$ cat src/rtl/hazard_ctrl.sv
// hazard_ctrl: pipeline hazard and sequencing controller for the 5-stage RV32I core.
// Generates stall/flush/redirect enables from execute-stage control fields.
// It also holds the pipeline during multi-cycle data-memory accesses, with a timeout.
// Optional feature macro: HAZARD_CTRL_PERF_EN enables the stall/flush performance counters.
//
// Handshake with data memory: a request is outstanding while mem_req is high.
// It completes in the cycle mem_ready is high; mem_ready in the first cycle means no stall.
module hazard_ctrl #(
  parameter int TIMEOUT_W = 8,
  parameter int CNT_W     = 32
) (
  input  logic             clk,
  input  logic             rst_n,
  input  logic [4:0]       id_rs1,
  input  logic [4:0]       id_rs2,
  input  logic [4:0]       ex_rd,
  input  logic             ex_load,
  input  logic             ex_regwrite,
  input  logic [1:0]       ex_branch,
  input  logic [1:0]       ex_jump,
  input  logic             ex_zero,
  input  logic             mem_req,
  input  logic             mem_ready,
  output logic             stall_f,
  output logic             stall_d,
  output logic             stall_e,
  output logic             stall_m,
  output logic             flush_d,
  output logic             flush_e,
  output logic             cu_stall,
  output logic             pc_redirect,
  output logic             mem_err,
  output logic [CNT_W-1:0] stall_cycles,
  output logic [CNT_W-1:0] flush_count,
  output logic [1:0]       state_dbg
);

  typedef enum logic [1:0] {
    RUN      = 2'd0,
    LU_HOLD  = 2'd1,
    REDIRECT = 2'd2,
    MEM_WAIT = 2'd3
  } state_t;

  // Last wait count before the timeout fires (2^TIMEOUT_W-1 wait cycles in total).
  localparam logic [TIMEOUT_W-1:0] WAIT_LAST = {TIMEOUT_W{1'b1}} - 1'b1;

  state_t               state, state_n;
  logic [TIMEOUT_W-1:0] wait_cnt;
  logic                 cnt_clr, cnt_inc, err_set;
  logic                 taken, lu_haz, mem_hold;
  logic                 sf_c, sd_c, se_c, sm_c, fd_c, fe_c, cu_c, pr_c;

  assign taken    = (ex_branch[1] & (ex_branch[0] ? ex_zero : ~ex_zero)) | ex_jump[1];
  assign lu_haz   = ex_load & ex_regwrite & (ex_rd != 5'd0) &
                    ((ex_rd == id_rs1) | (ex_rd == id_rs2));
  assign mem_hold = mem_req & ~mem_ready;

  // State, wait counter and sticky timeout flag.
  always_ff @(posedge clk or negedge rst_n) begin
    if (!rst_n) begin
      state    <= RUN;
      wait_cnt <= '0;
      mem_err  <= 1'b0;
    end else begin
      state <= state_n;
      if (cnt_clr)      wait_cnt <= '0;
      else if (cnt_inc) wait_cnt <= wait_cnt + 1'b1;
      if (err_set)      mem_err  <= 1'b1;
    end
  end

  // Next state and raw control outputs; memory wait beats taken beats load-use.
  always_comb begin
    state_n = state;
    cnt_clr = 1'b0;
    cnt_inc = 1'b0;
    err_set = 1'b0;
    sf_c = 1'b0; sd_c = 1'b0; se_c = 1'b0; sm_c = 1'b0;
    fd_c = 1'b0; fe_c = 1'b0; cu_c = 1'b0; pr_c = 1'b0;
    case (state)
      MEM_WAIT: begin
        if (mem_ready) begin
          state_n = RUN;
        end else begin
          sf_c = 1'b1; sd_c = 1'b1; se_c = 1'b1; sm_c = 1'b1;
          cnt_inc = 1'b1;
          if (wait_cnt == WAIT_LAST) begin
            // Access abandoned; pipeline proceeds with the error flagged.
            err_set = 1'b1;
            state_n = RUN;
          end
        end
      end
      default: begin
        // RUN, LU_HOLD and REDIRECT share the same priority chain; LU_HOLD skips
        // load-use (the load already left execute), REDIRECT also skips taken
        // (execute holds a bubble).
        if (mem_hold) begin
          sf_c = 1'b1; sd_c = 1'b1; se_c = 1'b1; sm_c = 1'b1;
          cnt_clr = 1'b1;
          state_n = MEM_WAIT;
        end else if (taken && state != REDIRECT) begin
          pr_c = 1'b1; fd_c = 1'b1; fe_c = 1'b1;
          state_n = REDIRECT;
        end else if (lu_haz && state == RUN) begin
          sf_c = 1'b1; sd_c = 1'b1; fe_c = 1'b1; cu_c = 1'b1;
          state_n = LU_HOLD;
        end else begin
          state_n = RUN;
        end
      end
    endcase
  end

  // Outputs are forced low while reset is asserted, independent of the clock.
  assign stall_f     = rst_n & sf_c;
  assign stall_d     = rst_n & sd_c;
  assign stall_e     = rst_n & se_c;
  assign stall_m     = rst_n & sm_c;
  assign flush_d     = rst_n & fd_c;
  assign flush_e     = rst_n & fe_c;
  assign cu_stall    = rst_n & cu_c;
  assign pc_redirect = rst_n & pr_c;
  assign state_dbg   = state;

`ifdef HAZARD_CTRL_PERF_EN
  logic [CNT_W-1:0] stall_cnt_q, flush_cnt_q;

  // Performance counters: stalled front-end cycles and redirect flushes, wrapping.
  always_ff @(posedge clk or negedge rst_n) begin
    if (!rst_n) begin
      stall_cnt_q <= '0;
      flush_cnt_q <= '0;
    end else begin
      if (stall_f) stall_cnt_q <= stall_cnt_q + 1'b1;
      if (flush_d) flush_cnt_q <= flush_cnt_q + 1'b1;
    end
  end

  assign stall_cycles = stall_cnt_q;
  assign flush_count  = flush_cnt_q;
`else
  assign stall_cycles = '0;
  assign flush_count  = '0;
`endif

endmodule

$ cat config.mk
export PLATFORM = sky130hd
export DESIGN_NAME = hazard_ctrl
export DESIGN_NICKNAME = d
export VERILOG_FILES = /design/src/rtl/hazard_ctrl.sv
export SDC_FILE = /design/constraint.sdc
export NUM_CORES = 1
export LEC_CHECK = 0
export BUFFER_PORTS_ARGS = -buffer_cell sky130_fd_sc_hd__buf_2
export CELL_PAD_IN_SITES_DETAIL_PLACEMENT = 0
export CELL_PAD_IN_SITES_GLOBAL_PLACEMENT = 2
export CORE_UTILIZATION = 18
export CTS_BUF_LIST = sky130_fd_sc_hd__clkbuf_4
export CTS_CLUSTER_DIAMETER = 40
export DETAILED_ROUTE_END_ITERATION = 8
export MAX_ROUTING_LAYER = met4
export PLACE_DENSITY_LB_ADDON = 0.15
export RECOVER_POWER = 100
export SLEW_MARGIN = 20
export SYNTH_ARGS = -nofsm -noshare
export SYNTH_HDL_FRONTEND = slang
export SYNTH_SLANG_ARGS = --single-unit
$ cat constraint.sdc
create_clock -name clk -period 1.65 [get_ports clk]
set_input_delay 0.33 -clock clk [delete_from_list [all_inputs] [get_ports clk]]
set_output_delay 0.33 -clock clk [all_outputs]
set_load 0.02 [all_outputs]
==> reports/results.txt <==
Cells after DPL = 297
Number of I/O pins = 101
Clk pin slew, worst setup/hold paths = 0.07 ns
Synthesized-area fraction occupied by adder cells = 1.982%
Detail Placement HPWL = 2373 um
H-tree Lvls = 1
Most common cell after layout, fill and taps aside = conb_1
First DRT Iteration DRCs = 18
RSZ-0062 raised after global routing = yes
Most frequent cells in the layout = conb_1, buf_2, buf_4
Cell type of the slowest stage on the worst timing path = or4_4
Overall power = 0.9050 mW
Synthesis Warnings = 0
Sw Ratio = 44.46%
IO buf count = 35
Vias after detailed routing = 996
Vias in the first global route = 925
CTS sink cnt = 11
Clk_lat worst skew = 0.28 ns
Crit path cell chain = buf_8 > or4_4 > o2111a_1 > nand2_2 > nor3_2 > buf_4
Nets = 236
Setup crit end kind = output pin
Int Pwr = 0.5027 mW
Final hold vios = 0
Die Span Y = 85.75 um
Setup crit start kind = input pin
F_max = 522.1 MHz
CTS tree = done
Crit-path max cell delay = 0.52 ns
Finished Core Util = 22.25%
Leak = 0.7827 nW
Hold_buf cts = 0
Largest net degree at the start of global routing = 8
Maximum vdd drop = 0.1567 mV
First-pass GRT wire length = 4319 um
Min Clock Period, post-route = 1.915 ns
Antenna violations before repair = 0
Top delay family on crit path = simple AND/OR/NAND/NOR gates
Predominant post-synthesis flop cell = dfrtp_1
Drt first pass iters = 4
Worst setup path class = in2out
GRT Residual Overflow = 0
Final setup viols = 8
Post-synthesis instance total = 156
Clock buffer depth = 2
Met2 Usage GRT = 12.00%
Met3 Use GR = 2.599%
Die area = 7352 um^2
Worst Path Buf+Inv = 2
Ys async rst share = 100.0%
Max Cap Viol = 0
Hold Slack = 0.08979 ns
Post-synthesis sequential area ratio = 21.80%
Post-synthesis mux area share = 1.586%
Post-synth cell types = 32
Row Count = 30
Failing checks = negative setup slack
Yosys reg bits = 11
Routing usage on met1 = 9.430%
Final Cycle Share = 116.1%
Net Sw Power = 0.4023 mW
Number of CTS-inserted buffers = 3
Pre-CTS setup slack = -0.3191 ns
Die Width = 85.75 um
Post-Synth Simple-Gate Area = 14.97%
Fin worst setup slack = -0.2652 ns
Initial cell density of the core = 18.58%
Final number of max-transition violations = 0
Layout cells sized above 1 = 30.43%
Fillers = 781
Synth Area in Compound Gates = 8.920%
Critical Path RT = 1.32 ns
Syn Area/Cell = 8.093 um^2
CP Data Arrival Time = 1.59 ns
Syn Std Cell Area = 1262 um^2
Comb pwr share = 44.3%
Synthesis-to-layout area growth = 19.72%
Status = finished, violations left
Most used routing layer in global routing = met2
Dominant cells by area after synthesis = buf_4, dfrtp_1, xor2_1
Synth Area in XOR/XNOR = 9.713%
Drt drc = 0
Routed len/inst = 9.059 um
Worst-path fanout max = 3
Antenna diodes = 0
Pwr dens = 598.7 nW/um^2
Clk pwr share = 21.5%
Worst clock skew = 0.006546 ns
Sequential share of power = 34.2%
Leading area contributor after synthesis = buf_4
Hold Path Class = in2async
Root buffer cell = clkbuf_4
Largest family of logic cells by synthesized area = buffers and inverters
Drt total wl = 2745 um
Area of the core = 6794 um^2
Vias per cell = 3.287
Gr usage total = 7.763%
EDFF count, synth = 0
Synth top area share = 39.84%
Routed Antenna Nets = 0
Final std cells w/o fill = 303
Placer Congestion = 0.7418
registers in the layout, indices dropped and copies added (netlist names):
register	flops
mem_err	1
wait_cnt	8
state_dbg	2
through the flow:
step           instance area (um^2)  TNS, ns
2_1_floorplan                  1525  -0.1708
3_3_place_gp                   1419   -1.180
3_5_place_dp                   1419   -1.312
4_1_cts                        1505   -1.886
5_1_grt                        1511   -2.428
6_report                       1511   -1.502
logic make-up (layout without fill, tap and decap cells):
kind of cell,after synthesis,in the layout
compound gates,17,17
buf+inv,70,58
simple gates,39,39
mux,2,2
other cells,1,64
fa+ha+maj,2,2
xor+xnor,14,14
flops,11,11
synth_stat cells (2+ instances only):
cell and count:
dfrtp_1 11, a21oi_1 3, o31ai_1 2, buf_4 67
mux2i_1 2, ha_1 2, nor2_1 8, xor2_1 11
inv_1 3, nor3_1 6, o21ai_0 4, nand2_1 11
xnor2_1 3, nand3_1 5
what timing repair did:
item / 4_1_cts / 5_1_grt
gates resized for setup: 15 / 6
pin swaps: 4 / 0
endpoints found under the setup margin: 8 / 8
setup buffers: 1 / 1
final cells by class:
cell class              instances  area (um^2)  share of cell area [%]
repair buffers                 51        319.1                   21.11
clock buffers                   3        22.52                   1.490
well taps                      96        120.1                   7.947
flip-flops and latches         11        277.8                   18.38
multi-input cells             138        755.7                   50.00
clock inverters                 1        5.005                  0.3311
inverters                       3        11.26                  0.7450
routing by layer:
metal	vias to the layer above	share of wire [%]
met1	446	45
met4	0	1.1
met5	-	0
met2	58	46
li1	488	-
met3	4	8.2
worst paths after layout:
check | cells past startpoint | slack (ns) | endpoint | from
hold / removal | 2 | 0.09 | wait_cnt[1] | rst_n
min in group clk | 3 | 0.35 | state_dbg[1] | ex_branch[1]
hold reg to reg | 1 | 0.47 | mem_err | mem_err
setup / recovery | 6 | -0.27 | cu_stall | ex_rd[4]
setup reg to reg | 6 | 0.16 | wait_cnt[6] | state_dbg[1]
max in group asynchronous | 2 | 1.20 | state_dbg[1] | rst_n
power groups by stage:
stage,sequential [mW],combinational (mW),clock (mW)
after floorplan,0.322,0.358,0
after global placement,0.313,0.381,0
after detailed placement,0.313,0.380,0
after CTS,0.310,0.403,0.207
after global routing,0.313,0.440,0.226
final,0.309,0.401,0.195
No activity file was read; power rests on OpenSTA's default activity.
